$ cat src/rtl/uart_tx_port.sv
`default_nettype none
// ============================================================================
//  Module   : uart_tx_port
//  Purpose  : Memory-mapped UART transmitter. Bus writes fill a byte FIFO.
//             A TX state machine drains it as 8N1 frames on uart_tx.
//             Registers (offset addr[3:2]): 0 TXDATA, 1 STATUS, 2 DIV,
//             3 reserved.
//  Options  : define UART_TX_PARITY_EN to add an even-parity bit
//             (8E1 frames, STATUS[4]=1).
//  Revision : 1.0  initial release
// ============================================================================
module uart_tx_port #(
    parameter int          FIFO_DEPTH  = 8,
    parameter logic [15:0] DIV_DEFAULT = 16'd868
) (
    input  logic        clock,
    input  logic        reset,
    input  logic        uart_valid,
    input  logic        uart_instr,
    input  logic [31:0] uart_addr,
    input  logic [31:0] uart_wdata,
    input  logic [3:0]  uart_wstrb,
    output logic [31:0] uart_rdata,
    output logic        uart_ready,
    output logic        uart_tx,
    output logic        uart_irq
);

    localparam int              c_aw       = $clog2(FIFO_DEPTH);
    localparam logic [c_aw:0]   c_full_cnt = (c_aw + 1)'(FIFO_DEPTH);
    localparam logic [c_aw:0]   c_cnt_one  = 1;
    localparam logic [c_aw-1:0] c_ptr_one  = 1;

    typedef enum logic [2:0] {
        S_IDLE   = 3'd0,
        S_START  = 3'd1,
        S_DATA   = 3'd2,
`ifdef UART_TX_PARITY_EN
        S_PARITY = 3'd4,
`endif
        S_STOP   = 3'd3
    } state_t;

    // ---------------- registers ----------------
    logic [7:0]      r_mem [FIFO_DEPTH];
    logic [c_aw-1:0] r_wptr;
    logic [c_aw-1:0] r_rptr;
    logic [c_aw:0]   r_count;
    logic            r_ovf;
    logic [15:0]     r_div;
    logic            r_ready;
    logic [31:0]     r_rdata;

    state_t          r_state;
    logic [7:0]      r_shift;
    logic [15:0]     r_bit_div;
    logic [15:0]     r_timer;
    logic [2:0]      r_bit_idx;
    logic            r_tx;
    logic            r_irq;
`ifdef UART_TX_PARITY_EN
    logic            r_parity;
    logic            w_parity_nxt;
`endif

    // ---------------- wires ----------------
    logic [1:0]      w_sel;
    logic            w_wr;
    logic            w_push_req;
    logic            w_push;
    logic            w_pop;
    logic            w_full;
    logic            w_empty;
    logic            w_busy;
    logic            w_cap;
    logic [c_aw:0]   w_count_nxt;
    logic [7:0]      w_head;
    logic [15:0]     w_div_eff;
    logic            w_tick;
    logic [31:0]     w_rd_data;
    state_t          w_state_nxt;
    logic [7:0]      w_shift_nxt;
    logic [15:0]     w_bit_div_nxt;
    logic [15:0]     w_timer_nxt;
    logic [2:0]      w_bit_idx_nxt;
    logic            w_tx_nxt;
    logic            w_unused;

    // Fetch flag and unmapped address/data bits carry no meaning here.
    assign w_unused = ^{uart_instr, uart_addr[31:4], uart_addr[1:0],
                        uart_wdata[31:16], uart_wstrb[3:2]};

    assign w_sel      = uart_addr[3:2];
    assign w_wr       = uart_valid && (uart_wstrb != 4'd0);
    assign w_full     = (r_count == c_full_cnt);
    assign w_empty    = (r_count == '0);
    // A push at full is dropped even when a pop frees a slot on this edge.
    assign w_push_req = w_wr && (w_sel == 2'd0) && uart_wstrb[0];
    assign w_push     = w_push_req && !w_full;
    assign w_busy     = (r_state != S_IDLE);
    assign w_head     = r_mem[r_rptr];
    assign w_div_eff  = (r_div == 16'd0) ? 16'd1 : r_div;
    assign w_tick     = (r_timer == 16'd0);
`ifdef UART_TX_PARITY_EN
    assign w_cap      = 1'b1;
`else
    assign w_cap      = 1'b0;
`endif

    assign uart_rdata = r_rdata;
    assign uart_ready = r_ready;
    assign uart_tx    = r_tx;
    assign uart_irq   = r_irq;

    // FIFO occupancy after this edge's push/pop
    always_comb begin
        w_count_nxt = r_count;
        if (w_push && !w_pop)
            w_count_nxt = r_count + c_cnt_one;
        else if (!w_push && w_pop)
            w_count_nxt = r_count - c_cnt_one;
    end

    // Register read mux; only read requests return data
    always_comb begin
        w_rd_data = 32'd0;
        case (w_sel)
            2'd1:    w_rd_data = {27'd0, w_cap, r_ovf, w_busy, w_empty, w_full};
            2'd2:    w_rd_data = {16'd0, r_div};
            default: w_rd_data = 32'd0;
        endcase
    end

    // FIFO storage; contents need no reset since count gates every read
    always_ff @(posedge clock) begin
        if (w_push)
            r_mem[r_wptr] <= uart_wdata[7:0];
    end

    // Bus response, FIFO pointers, overflow flag and divisor register
    always_ff @(posedge clock or posedge reset) begin
        if (reset) begin
            r_ready <= 1'b0;
            r_rdata <= 32'd0;
            r_wptr  <= '0;
            r_rptr  <= '0;
            r_count <= '0;
            r_ovf   <= 1'b0;
            r_div   <= DIV_DEFAULT;
        end else begin
            r_ready <= uart_valid;
            r_rdata <= (uart_valid && (uart_wstrb == 4'd0)) ? w_rd_data : 32'd0;
            r_count <= w_count_nxt;
            if (w_push)
                r_wptr <= r_wptr + c_ptr_one;
            if (w_pop)
                r_rptr <= r_rptr + c_ptr_one;
            if (w_push_req && w_full)
                r_ovf <= 1'b1;
            else if (w_wr && (w_sel == 2'd1) && uart_wstrb[0] && uart_wdata[3])
                r_ovf <= 1'b0;
            if (w_wr && (w_sel == 2'd2)) begin
                if (uart_wstrb[0])
                    r_div[7:0] <= uart_wdata[7:0];
                if (uart_wstrb[1])
                    r_div[15:8] <= uart_wdata[15:8];
            end
        end
    end

    // TX next-state, bit timer and shift register; uart_tx follows next state
    always_comb begin
        w_state_nxt   = r_state;
        w_pop         = 1'b0;
        w_shift_nxt   = r_shift;
        w_bit_div_nxt = r_bit_div;
        w_timer_nxt   = r_timer;
        w_bit_idx_nxt = r_bit_idx;
        w_tx_nxt      = 1'b1;
`ifdef UART_TX_PARITY_EN
        w_parity_nxt  = r_parity;
`endif
        case (r_state)
            S_IDLE: begin
                if (!w_empty) begin
                    // Divisor is captured per frame, so DIV writes apply next frame.
                    w_pop         = 1'b1;
                    w_shift_nxt   = w_head;
                    w_bit_div_nxt = w_div_eff;
                    w_timer_nxt   = w_div_eff - 16'd1;
                    w_state_nxt   = S_START;
`ifdef UART_TX_PARITY_EN
                    w_parity_nxt  = ^w_head;
`endif
                end
            end
            S_START: begin
                if (w_tick) begin
                    w_state_nxt   = S_DATA;
                    w_bit_idx_nxt = 3'd0;
                    w_timer_nxt   = r_bit_div - 16'd1;
                end else begin
                    w_timer_nxt   = r_timer - 16'd1;
                end
            end
            S_DATA: begin
                if (w_tick) begin
                    w_timer_nxt = r_bit_div - 16'd1;
                    w_shift_nxt = {1'b0, r_shift[7:1]};
                    if (r_bit_idx == 3'd7) begin
`ifdef UART_TX_PARITY_EN
                        w_state_nxt = S_PARITY;
`else
                        w_state_nxt = S_STOP;
`endif
                    end else begin
                        w_bit_idx_nxt = r_bit_idx + 3'd1;
                    end
                end else begin
                    w_timer_nxt = r_timer - 16'd1;
                end
            end
`ifdef UART_TX_PARITY_EN
            S_PARITY: begin
                if (w_tick) begin
                    w_state_nxt = S_STOP;
                    w_timer_nxt = r_bit_div - 16'd1;
                end else begin
                    w_timer_nxt = r_timer - 16'd1;
                end
            end
`endif
            S_STOP: begin
                if (w_tick)
                    w_state_nxt = S_IDLE;
                else
                    w_timer_nxt = r_timer - 16'd1;
            end
            default: w_state_nxt = S_IDLE;
        endcase

        case (w_state_nxt)
            S_START:  w_tx_nxt = 1'b0;
            S_DATA:   w_tx_nxt = w_shift_nxt[0];
`ifdef UART_TX_PARITY_EN
            S_PARITY: w_tx_nxt = w_parity_nxt;
`endif
            default:  w_tx_nxt = 1'b1;
        endcase
    end

    // TX state register; reset drops any frame in flight and idles the line
    always_ff @(posedge clock or posedge reset) begin
        if (reset) begin
            r_state   <= S_IDLE;
            r_shift   <= 8'd0;
            r_bit_div <= 16'd1;
            r_timer   <= 16'd0;
            r_bit_idx <= 3'd0;
            r_tx      <= 1'b1;
            r_irq     <= 1'b1;
`ifdef UART_TX_PARITY_EN
            r_parity  <= 1'b0;
`endif
        end else begin
            r_state   <= w_state_nxt;
            r_shift   <= w_shift_nxt;
            r_bit_div <= w_bit_div_nxt;
            r_timer   <= w_timer_nxt;
            r_bit_idx <= w_bit_idx_nxt;
            r_tx      <= w_tx_nxt;
            r_irq     <= (w_count_nxt == '0) && (w_state_nxt == S_IDLE);
`ifdef UART_TX_PARITY_EN
            r_parity  <= w_parity_nxt;
`endif
        end
    end

endmodule
`default_nettype wire

$ cat config.mk
export PLATFORM = sky130hd
export DESIGN_NAME = uart_tx_port
export DESIGN_NICKNAME = d
export VERILOG_FILES = /design/src/rtl/uart_tx_port.sv
export SDC_FILE = /design/constraint.sdc
export NUM_CORES = 1
export LEC_CHECK = 0
export ABC_AREA = 1
export CELL_PAD_IN_SITES_DETAIL_PLACEMENT = 1
export CELL_PAD_IN_SITES_GLOBAL_PLACEMENT = 1
export CORE_ASPECT_RATIO = 0.9
export CORE_UTILIZATION = 45
export DETAILED_ROUTE_END_ITERATION = 6
export GPL_ROUTABILITY_DRIVEN = 0
export MAX_ROUTING_LAYER = met4
export PLACE_DENSITY = 0.89
export SLEW_MARGIN = 40
export SYNTH_ARGS = -nofsm -noshare
export SYNTH_HDL_FRONTEND = slang
export SYNTH_SLANG_ARGS = --single-unit
$ cat constraint.sdc
create_clock -name clock -period 8.47 [get_ports clock]
set_input_delay 1.694 -clock clock [delete_from_list [all_inputs] [get_ports clock]]
set_output_delay 1.694 -clock clock [all_outputs]
set_load 0.05 [all_outputs]
==> results.sh, run 1 <==
export IMPL_die_x_um=143
export IMPL_report_final_slew_viol_count=0
export IMPL_worst_path_max_fanout=8
export IMPL_die_area_um2=18600
export IMPL_cp_buffers_inverters=1
export IMPL_cts_hold_buf=0
export IMPL_portBuffers=43
export IMPL_finalClockSkew_ns=0.0178
export IMPL_cts_resized_gates=0
export IMPL_worst_slew_pin_slew_ns=0.760
export IMPL_placed_cells_incl_taps=1212
export IMPL_worstHoldPathType="register to register"
export IMPL_layout_drive_gt1_share_pct=9.86
export IMPL_number_of_synthesized_flops_with_an_enable_pin=64
export IMPL_required_ns=8.55
export IMPL_detail_route_vias_per_cell=5.72
export IMPL_outcome="completed"
export IMPL_cp_startpoint="uart_wstrb[0]"
export IMPL_antenna_cells_inserted=0
export IMPL_timing_final_hold_violations=0
export IMPL_cts_reportedPaths_clkPinSlew_ns=0.08
export IMPL_ys_async_sr_fraction_pct=59.0
export IMPL_post_synthesis_compound_gate_area_fraction_pct=10.4
export IMPL_drcViolationCount=0
export IMPL_max_slew_margin_rel_pct=49.1
export IMPL_die_height_um=129
export IMPL_worst_ir_drop_vdd_v=0.000157
export IMPL_cpLargestDelayFamily="simple AND/OR/NAND/NOR gates"
export IMPL_number_of_nets_in_the_layout=1077
export IMPL_detail_route_iter0_violations=602
export IMPL_detail_route_wl_per_cell_um=20.8
export IMPL_critPathArrivalTime_ns=3.90
export IMPL_worstSkewPairLatency_ns=0.45
export IMPL_period_needed_ns=3.81
export IMPL_cells_traversed_along_the_worst_timing_path="clkdlybuf4s50_1, nor2_1, nand2_2, nand3_1, nor2_1, nand2_1, or2_2, nor2_1"
export IMPL_grt_max_degree=74
export IMPL_first_global_vias=7399
export IMPL_fmax_mhz=262
export IMPL_p_leak_nw=3.96
export IMPL_postLayoutSetupSlackWorst_ns=4.66
export IMPL_htreeDepth=4
export IMPL_main_flop_type_after_synthesis="sky130_fd_sc_hd__dfrtp_1"
export IMPL_placement_cell_area_um2=8690
export IMPL_route_vias_total=7113
export IMPL_synthesized_instance_count=949
export IMPL_clkSinkCount=156
export IMPL_worstSetupEndpointType="register"
export IMPL_timing_critical_path_from_type="primary input"
export IMPL_drv_max_cap_violation_count=0
export IMPL_cpMaxStageDelayCell="sky130_fd_sc_hd__nor2_1"
export IMPL_final_min_period_over_clock_period_pct=45.0
export IMPL_criticalPathCategory="primary input to register"
export IMPL_fin_setup_tns_ns=0
export IMPL_cp_slowest_stage_delay_ns=0.60
export IMPL_synth_seq_area_share_pct=52.2
export IMPL_pre_cts_ws_ns=4.20
export IMPL_ctsLongestPathBuffers=2
export IMPL_hp_start="r_shift[0]"
export IMPL_finalSetupViolations=0
export IMPL_post_layout_total_power_mw=2.83
export IMPL_crit_path_frequent_cell="sky130_fd_sc_hd__nor2_1"
export IMPL_cts_post_setup_buffers_inserted=0
export IMPL_p_per_area_nw_per_um2=303
export IMPL_grtUsageTotal_pct=30.7
export IMPL_finish_utilization_pct=52.9
export IMPL_core_area_um2=17600
export IMPL_postSynthAreaPerCell_um2=8.54
export IMPL_area_growth_syn_to_layout_pct=15.0
export IMPL_mapped_area_um2=8110
export IMPL_cts_inserted_buffers=17
export IMPL_final_design_area_no_fill_um2=9320
export IMPL_initial_core_util_pct=46.0
export IMPL_yosys_area_share_xor_xnor_pct=2.27
export IMPL_worst_hold_slack_ns=0.502
export IMPL_ys_seq_elements=156
export IMPL_synthMuxAreaShare_pct=0.123
export IMPL_synth_simple_area_share_pct=25.5
export IMPL_worst_r2r_startpoint="r_count[1]"
export IMPL_detail_route_wirelength_mm=25.9
export IMPL_finalNonFillerCells=1244
export IMPL_ant_nets=0
export IMPL_antenna_found_initial=0
export IMPL_yosys_area_share_adder_pct=2.16
export IMPL_gr_total_overflow=0
export IMPL_synth_warning_count=0
export IMPL_pin_count=107
export IMPL_first_pass_iters=5
export IMPL_cts_tree="yes"
export IMPL_synth_distinct_cells=47
export IMPL_synth_top_family_by_area="simple AND/OR/NAND/NOR gates"
export IMPL_grt_first_pass_wirelength_mm=41.1
export IMPL_std_cell_rows=46
export IMPL_grt_setup_unrepaired="false"
export IMPL_dp_hpwl_mm=16.5
export IMPL_buffer_cell_driving_the_clock_tree_root="sky130_fd_sc_hd__clkbuf_16"
==> metal layers <==
metal / global-route usage (%) / up-vias / wire [µm]
li1: - / 3161 / -
met1: 38.4 / 3533 / 10900
met2: 48.8 / 322 / 12500
met3: 5.95 / 97 / 1620
met4: 12.7 / 0 / 933
met5: - / - / 0
==> synthesized netlist by cell type (2+ instances only) <==
master | n | area, µm²
sky130_fd_sc_hd__inv_2 | 8 | 30.0
sky130_fd_sc_hd__o21ai_0 | 88 | 440
sky130_fd_sc_hd__a22oi_1 | 2 | 15.0
sky130_fd_sc_hd__nor2_2 | 11 | 68.8
sky130_fd_sc_hd__xor2_1 | 18 | 158
sky130_fd_sc_hd__nand3b_1 | 3 | 22.5
sky130_fd_sc_hd__o211ai_1 | 7 | 52.6
sky130_fd_sc_hd__nor3_1 | 2 | 10.0
sky130_fd_sc_hd__dfstp_2 | 8 | 210
sky130_fd_sc_hd__nor2_1 | 152 | 571
sky130_fd_sc_hd__buf_4 | 17 | 128
sky130_fd_sc_hd__buf_2 | 5 | 25.0
sky130_fd_sc_hd__inv_1 | 85 | 319
sky130_fd_sc_hd__nand4_1 | 6 | 37.5
sky130_fd_sc_hd__dfrtp_1 | 84 | 2100
sky130_fd_sc_hd__a21oi_1 | 23 | 115
sky130_fd_sc_hd__o21ai_1 | 4 | 20.0
sky130_fd_sc_hd__a31oi_1 | 4 | 25.0
sky130_fd_sc_hd__o22ai_1 | 8 | 50.1
sky130_fd_sc_hd__clkbuf_1 | 14 | 52.6
sky130_fd_sc_hd__edfxtp_1 | 64 | 1920
sky130_fd_sc_hd__or2_0 | 2 | 12.5
sky130_fd_sc_hd__buf_6 | 3 | 33.8
sky130_fd_sc_hd__o221ai_1 | 7 | 61.3
sky130_fd_sc_hd__ha_1 | 14 | 175
sky130_fd_sc_hd__xnor2_1 | 3 | 26.3
sky130_fd_sc_hd__nand2_2 | 7 | 43.8
sky130_fd_sc_hd__nor2_4 | 9 | 101
sky130_fd_sc_hd__nand2_1 | 211 | 792
sky130_fd_sc_hd__nand3_1 | 62 | 310
sky130_fd_sc_hd__or2_2 | 2 | 12.5
==> final cells by class <==
cell class / instances / area [µm²]
fill: 2088 / 8290
sequential: 156 / 4230
multi-input combinational: 676 / 3360
timing repair buffer: 46 / 457
clock buffer: 17 / 425
inverter: 94 / 358
tap: 240 / 300
clock inverter: 15 / 188
==> cells by family after synthesis <==
family,after synthesis
other,1
buffers and inverters,133
XOR/XNOR,21
AND/OR/NAND/NOR,473
adder cells (fa/ha/maj),14
AO/OA/AOI/OAI,150
multiplexers,1
flip-flops,156
==> where the power goes <==
part,internal [mW],switching [mW],total (mW)
clock,0.403,0.400,0.802
sequential,0.932,0.163,1.10
combinational,0.276,0.651,0.927
total,1.61,1.21,2.83
==> worst reg2reg max path, stage by stage, from the launching register on <==
cell,delay (ns)
sky130_fd_sc_hd__dfrtp_1,0.44
sky130_fd_sc_hd__inv_1,0.15
sky130_fd_sc_hd__ha_1,0.21
sky130_fd_sc_hd__inv_1,0.11
sky130_fd_sc_hd__nor3_2,0.39
sky130_fd_sc_hd__nor2_2,0.06
sky130_fd_sc_hd__buf_4,0.27
sky130_fd_sc_hd__inv_2,0.42
sky130_fd_sc_hd__nand3_1,0.23
sky130_fd_sc_hd__nand2_1,0.12
sky130_fd_sc_hd__nand2_1,0.07
sky130_fd_sc_hd__nand2_1,0.11
sky130_fd_sc_hd__inv_1,0.06
sky130_fd_sc_hd__nand2_1,0.08
sky130_fd_sc_hd__nor2_2,0.04
==> registers in the layout, indices dropped and copies added (netlist names), 3 cells and up <==
signal and flops:
r_bit_idx 3, uart_rdata 16, r_mem 64, r_timer 16, r_wptr 3, r_state 3
r_count 4, r_div 16, r_rptr 3, r_bit_div 16, r_shift 8
==> cell usage in the layout (no fill, tap or decap), types with 6 or more instances in the layout <==
master | synthesis | final
sky130_fd_sc_hd__ha_1 | 14 | 14
sky130_fd_sc_hd__nor2_1 | 152 | 143
sky130_fd_sc_hd__inv_1 | 85 | 83
sky130_fd_sc_hd__edfxtp_1 | 64 | 64
sky130_fd_sc_hd__a21oi_1 | 23 | 23
sky130_fd_sc_hd__nand2_1 | 211 | 211
sky130_fd_sc_hd__dfrtp_1 | 84 | 84
sky130_fd_sc_hd__o211ai_1 | 7 | 7
sky130_fd_sc_hd__nand3_1 | 62 | 62
sky130_fd_sc_hd__o21ai_0 | 88 | 88
sky130_fd_sc_hd__xor2_1 | 18 | 18
sky130_fd_sc_hd__clkdlybuf4s50_1 | 0 | 43
sky130_fd_sc_hd__inv_2 | 8 | 9
sky130_fd_sc_hd__clkbuf_16 | 0 | 17
sky130_fd_sc_hd__dfstp_2 | 8 | 8
sky130_fd_sc_hd__o22ai_1 | 8 | 8
sky130_fd_sc_hd__nor2_4 | 9 | 9
sky130_fd_sc_hd__o221ai_1 | 7 | 7
sky130_fd_sc_hd__conb_1 | 1 | 17
sky130_fd_sc_hd__nand4_1 | 6 | 6
sky130_fd_sc_hd__nor2_2 | 11 | 20
sky130_fd_sc_hd__nand2_2 | 7 | 7
==> path summary, 6_finish.rpt <==
| path | depth (start not counted) | slack (ns) | endpoint |
|---|---|---|---|
| max in group asynchronous | 3 | 5.95 | uart_rdata[9] |
| min in group asynchronous | 2 | 1.56 | r_timer[4] |
| worst min-delay path | 2 | 0.50 | r_shift[0] |
| worst max-delay path | 8 | 4.66 | r_mem[6][1] |
| worst min register to register | 2 | 0.50 | r_shift[0] |
| worst max register to register | 14 | 5.63 | uart_irq |
Power figures use the tool's default switching activity.
==> run 2, diff against run 1 <==
- CORE_UTILIZATION: 45 -> 42
- PLACE_DENSITY: 0.89 -> 0.85
- clock period: 8.47 -> 3.9 ns (I/O delays scaled with it)
==> run 2 against run 1 <==
Net effect: sequential cell count unchanged; utilization is 2.8 points lower; non-clock buffer count is the same; clock power rose by 120%; sequential share of layout area shrank 0.079 points; hold slack got worse by 0.00091 ns; die area increased by 7.0%; clock skew decreased by 0.0050 ns; largest cell class unchanged.
==> results.sh, run 2 (same netlist as run 1, synthesis figures left out) <==
export IMPL_outcome="completed"
export IMPL_cts_hold_buf=0
export IMPL_core_area_um2=18600
export IMPL_finish_utilization_pct=50.1
export IMPL_worstSetupEndpointType="register"
export IMPL_hp_start="r_shift[5]"
export IMPL_criticalPathCategory="primary input to register"
export IMPL_max_slew_margin_rel_pct=45.3
export IMPL_die_area_um2=19900
export IMPL_worstSkewPairLatency_ns=0.44
export IMPL_worst_r2r_startpoint="r_div[2]"
export IMPL_pre_cts_ws_ns=0.601
export IMPL_crit_path_end="r_mem[2][4]"
export IMPL_first_global_vias=6980
export IMPL_worst_path_max_fanout=8
export IMPL_finalNonFillerCells=1250
export IMPL_grtUsageTotal_pct=26.6
export IMPL_detail_route_wl_per_cell_um=19.4
export IMPL_number_of_cell_instances_on_the_worst_register_to_register_path=14
export IMPL_timing_final_hold_violations=0
export IMPL_power_frac_clock_pct=29.1
export IMPL_r2r_end="r_timer[10]"
export IMPL_die_height_um=134
export IMPL_p_seq_share_pct=38.7
export IMPL_detail_route_iter0_violations=556
export IMPL_portBuffers=43
export IMPL_largest_register_ff_count=64
export IMPL_drv_max_cap_violation_count=0
export IMPL_route_vias_total=6799
export IMPL_worst_slew_pin_slew_ns=0.818
export IMPL_placed_cells_incl_taps=1217
export IMPL_grt_first_pass_wirelength_mm=38.6
export IMPL_worst_ir_drop_vdd_v=0.000366
export IMPL_p_leak_nw=3.98
export IMPL_finalSetupViolations=0
export IMPL_fin_setup_tns_ns=0
export IMPL_grt_setup_unrepaired="false"
export IMPL_cts_tree="yes"
export IMPL_ctsLongestPathBuffers=2
export IMPL_first_pass_iters=5
export IMPL_antenna_found_initial=1
export IMPL_dp_hpwl_mm=16.4
export IMPL_detail_route_vias_per_cell=5.44
export IMPL_cts_resized_gates=0
export IMPL_area_taken_by_multi_input_logic_gates_um2=3350
export IMPL_postLayoutSetupSlackWorst_ns=1.00
export IMPL_pin_count=107
export IMPL_period_needed_ns=2.90
export IMPL_htreeDepth=4
export IMPL_largest_register="r_mem"
export IMPL_final_min_period_over_clock_period_pct=74.4
export IMPL_required_ns=3.97
export IMPL_layout_drive_gt1_share_pct=9.46
export IMPL_clkSinkCount=156
export IMPL_die_x_um=148
export IMPL_finalClockSkew_ns=0.0128
export IMPL_worstHoldPathType="register to register"
export IMPL_critPathArrivalTime_ns=2.97
export IMPL_final_common_cell="sky130_fd_sc_hd__nand2_1"
export IMPL_final_seq_area_um2=4230
export IMPL_worst_hold_slack_ns=0.501
export IMPL_sw_frac_of_total_pct=40.9
export IMPL_fmax_mhz=345
export IMPL_combinationalPowerShare_pct=32.2
export IMPL_gr_total_overflow=0
export IMPL_layout_cells_most_common_list="211 x sky130_fd_sc_hd__nand2_1, 146 x sky130_fd_sc_hd__nor2_1, 88 x sky130_fd_sc_hd__o21ai_0"
export IMPL_grt_max_degree=63
export IMPL_cts_post_setup_buffers_inserted=0
export IMPL_number_of_nets_in_the_layout=1077
export IMPL_switching_power_mw=2.50
export IMPL_report_final_slew_viol_count=0
export IMPL_buffer_cell_driving_the_clock_tree_root="sky130_fd_sc_hd__clkbuf_16"
export IMPL_cp_startpoint="uart_wstrb[0]"
export IMPL_ant_nets=0
export IMPL_layout_filler_cells=2195
export IMPL_timing_critical_path_from_type="primary input"
export IMPL_total_internal_power_mw=3.60
export IMPL_regToRegSetupSlack_ns=1.16
export IMPL_p_per_area_nw_per_um2=654
export IMPL_drcViolationCount=0
export IMPL_cts_inserted_buffers=17
export IMPL_cts_reportedPaths_clkPinSlew_ns=0.07
export IMPL_area_growth_syn_to_layout_pct=15.2
export IMPL_initial_core_util_pct=43.5
export IMPL_detail_route_wirelength_mm=24.3
export IMPL_std_cell_rows=47
[run 2: critical path: stages]
cell                              delay, ns
sky130_fd_sc_hd__clkdlybuf4s50_1       0.59
sky130_fd_sc_hd__nor2_1                0.09
sky130_fd_sc_hd__nand2_2               0.14
sky130_fd_sc_hd__nand3_1               0.11
sky130_fd_sc_hd__nor2_1                0.12
sky130_fd_sc_hd__nand2_1               0.12
sky130_fd_sc_hd__or2_2                 0.36
sky130_fd_sc_hd__nor2_1                0.64
[run 2: stage by stage]
stage          cell area [µm²]  total power [mW]
3_3_place_gp              8700              4.15
3_5_place_dp              8700              4.27
6_report                  9340              6.10
2_1_floorplan             8170              3.68
4_1_cts                   9320              6.10
5_1_grt                   9340              6.44
[run 2: worst min-delay path by stage]
| stage | endpoint | slack [ns] | cells after the start |
|---|---|---|---|
| 2_1_floorplan | r_shift[7] | 0.45 | 2 |
| 3_3_place_gp | r_shift[5] | 0.47 | 2 |
| 3_5_place_dp | r_bit_div[15] | 0.49 | 2 |
| 4_1_cts | r_shift[4] | 0.51 | 2 |
| 5_1_grt | r_shift[4] | 0.54 | 2 |
| 6_report | r_shift[4] | 0.50 | 2 |
[run 2: routing by layer]
| layer | up-vias | GRT usage (%) | part of all wire (%) |
|---|---|---|---|
| li1 | 3163 | - | - |
| met1 | 3375 | 34.9 | 45 |
| met2 | 217 | 42.0 | 48 |
| met3 | 44 | 3.81 | 4.6 |
| met4 | 0 | 9.62 | 2.3 |
| met5 | - | - | 0 |
[run 2: area by class of cell]
type                            instances  area share [%]
Timing Repair Buffer                   46            4.98
Multi-Input combinational cell        676            35.9
Inverter                               94            3.83
Antenna cell                            1          0.0268
Clock buffer                           17            4.56
Sequential cell                       156            45.3
Tap cell                              245            3.28
Clock inverter                         15            2.08
[run 2: power by group through the flow]
stage	logic, mW	clock network [mW]	registers [mW]
floorplan	1.38	0	2.30
global placement	1.79	0	2.36
detailed placement	1.89	0	2.38
CTS	1.95	1.79	2.36
global route	2.19	1.85	2.40
finish	1.97	1.77	2.36
==> run 3, diff against run 2 <==
- CORE_UTILIZATION: 42 -> 38
- PLACE_DENSITY: 0.85 -> 0.81
- clock period: 3.9 -> 2.4 ns (I/O delays scaled with it)
==> run 3 against run 2 <==
Net effect: clock skew increased by 0.0037 ns; non-clock buffer count is 41 higher; via count is 1.8% higher; routed wire length is 0.47% lower; first-iteration DRC count is 22% lower; clock-buffer cell count stayed put; total power increased by 64%; sequential cell count is the same; register-to-register slack got worse by 0.99 ns; critical path depth down 7; clock power is 59% higher; critical path type is now register to output pin; largest cell class unchanged.
==> results.sh, run 3 (same netlist as run 1, synthesis figures left out) <==
export IMPL_power_frac_clock_pct=28.2
export IMPL_largest_register_ff_count=64
export IMPL_cp_buffers_inverters=1
export IMPL_die_area_um2=21900
export IMPL_worstHoldPathType="primary input to asynchronous set/reset pin"
export IMPL_grt_setup_unrepaired="false"
export IMPL_number_of_nets_in_the_layout=1118
export IMPL_ant_nets=0
export IMPL_cpMaxStageDelayCell="sky130_fd_sc_hd__clkdlybuf4s50_1"
export IMPL_regToRegSetupSlack_ns=0.17
export IMPL_criticalPathCategory="register to output pin"
export IMPL_drcViolationCount=0
export IMPL_met2_usage_pct=37.8
export IMPL_layout_filler_cells=2484
export IMPL_clkSinkCount=156
export IMPL_cts_tree="yes"
export IMPL_grt_util_met1_pct=31.5
export IMPL_worstSetupEndpointType="output pin"
export IMPL_worst_ir_drop_vdd_v=0.000558
export IMPL_antenna_cells_inserted=0
export IMPL_die_height_um=141
export IMPL_detail_route_wl_per_cell_um=18.2
export IMPL_antenna_found_initial=0
export IMPL_detail_route_iter0_violations=431
export IMPL_most_crowded_layer_after_global_routing="met2"
export IMPL_worst_path_max_fanout=1
export IMPL_timing_critical_path_from_type="register"
export IMPL_route_vias_total=6921
export IMPL_p_seq_share_pct=37.4
export IMPL_gr_total_overflow=0
export IMPL_period_needed_ns=2.23
export IMPL_finalClockSkew_ns=0.0165
export IMPL_cts_reportedPaths_clkPinSlew_ns=0.07
export IMPL_buffer_cell_driving_the_clock_tree_root="sky130_fd_sc_hd__clkbuf_16"
export IMPL_total_internal_power_mw=5.89
export IMPL_detail_route_wirelength_mm=24.2
export IMPL_cpLargestDelayFamily="buffers and inverters"
export IMPL_std_cell_rows=50
export IMPL_dp_hpwl_mm=17.1
export IMPL_finish_utilization_pct=46.6
export IMPL_layout_drive_gt1_share_pct=13.5
export IMPL_final_min_period_over_clock_period_pct=93.1
export IMPL_worstSkewPairLatency_ns=0.44
export IMPL_switching_power_mw=4.09
export IMPL_p_per_area_nw_per_um2=1030
export IMPL_p_leak_nw=4.17
export IMPL_cp_slowest_stage_delay_ns=0.79
export IMPL_fmax_mhz=447
export IMPL_drv_max_cap_violation_count=0
export IMPL_fin_setup_tns_ns=0
export IMPL_cells_traversed_along_the_worst_timing_path="clkdlybuf4s50_1"
export IMPL_layout_cells_most_common_list="210 x sky130_fd_sc_hd__nand2_1, 147 x sky130_fd_sc_hd__nor2_1, 84 x sky130_fd_sc_hd__o21ai_0, 84 x sky130_fd_sc_hd__inv_1, 84 x sky130_fd_sc_hd__dfrtp_1"
export IMPL_first_global_vias=7061
export IMPL_grt_first_pass_wirelength_mm=38.8
export IMPL_cts_inserted_buffers=17
export IMPL_detail_route_vias_per_cell=5.20
export IMPL_core_area_um2=20800
export IMPL_grt_use_met3_pct=3.77
export IMPL_combinationalPowerShare_pct=34.3
export IMPL_sw_frac_of_total_pct=41.0
export IMPL_required_ns=1.92
export IMPL_ctsLongestPathBuffers=2
export IMPL_timing_final_hold_violations=0
export IMPL_critPathArrivalTime_ns=1.75
export IMPL_max_slew_margin_rel_pct=62.1
export IMPL_first_pass_iters=4
export IMPL_outcome="completed"
export IMPL_cts_hold_buf=0
export IMPL_pin_count=107
export IMPL_report_final_slew_viol_count=0
export IMPL_worst_slew_pin_slew_ns=0.566
export IMPL_finalSetupViolations=0
export IMPL_initial_core_util_pct=38.9
export IMPL_final_common_cell="sky130_fd_sc_hd__nand2_1"
export IMPL_die_x_um=156
export IMPL_area_growth_syn_to_layout_pct=19.8
export IMPL_grtUsageTotal_pct=24.1
export IMPL_largest_register="r_mem"
export IMPL_grt_max_degree=48
export IMPL_portBuffers=43
export IMPL_htreeDepth=4
==> run 3: cell count changes in the layout (fill, tap and decap cells not counted), moves of 3 or more <==
cell                         delta
sky130_fd_sc_hd__buf_4         +40
sky130_fd_sc_hd__clkinvlp_4     +3
sky130_fd_sc_hd__o21ai_0        -4
sky130_fd_sc_hd__o21ai_1        +4
==> run 3: per-stage QoR <==
step	setup WS, ns	hold slack, ns	instances	total power, mW	instance area (µm²)
after floorplan	0.373	0.453	965	5.98	8170
after global placement	0.0793	0.469	1297	6.86	9060
after detailed placement	0.0269	0.483	1297	7.07	9060
after CTS	0.00429	0.360	1329	9.95	9660
after global routing	0.0109	0.398	1331	10.6	9710
final	0.165	0.356	1331	9.99	9710
==> run 3: power by group through the flow <==
stage                     registers, mW  logic (mW)  clock network (mW)
final                              3.74        3.43                2.82
after global routing               3.80        3.83                2.94
after CTS                          3.74        3.38                2.83
after detailed placement           3.77        3.30                   0
after global placement             3.74        3.13                   0
after floorplan                    3.73        2.25                   0
==> run 3: path summary, 6_finish.rpt <==
check / startpoint / cells past startpoint / endpoint
setup / recovery: uart_tx / 1 / uart_tx
hold / removal: reset / 2 / uart_rdata[0]
setup reg to reg: r_div[5] / 14 / r_timer[8]
hold reg to reg: r_shift[5] / 2 / r_shift[5]
max in group asynchronous: reset / 3 / r_bit_div[0]
min in group clock: r_shift[5] / 2 / r_shift[5]
==> run 3: cell type report <==
class	count	area, µm²	share of cell area (%)
sequential	156	4230	43.6
multi-input combinational	676	3380	34.8
inverter	94	359	3.70
clock inverter	15	176	1.82
tap	286	358	3.68
clock buffer	17	425	4.38
timing repair buffer	87	786	8.09
==> run 3: layer usage <==
layer  vias up  part of all wire (%)  wire length, µm
li1       3250                     -                -
met1      3416                    45            10900
met2       210                    48            11600
met3        45                   4.7             1140
met4         0                   2.3              549
met5         -                     0                0
==> run 3: what timing repair did <==
action                     4_1_cts  5_1_grt
pin swaps                        0        3
setup endpoints to repair        2        6
gates cloned                     0        0
resized for setup                2       13
setup buffers                    0        2
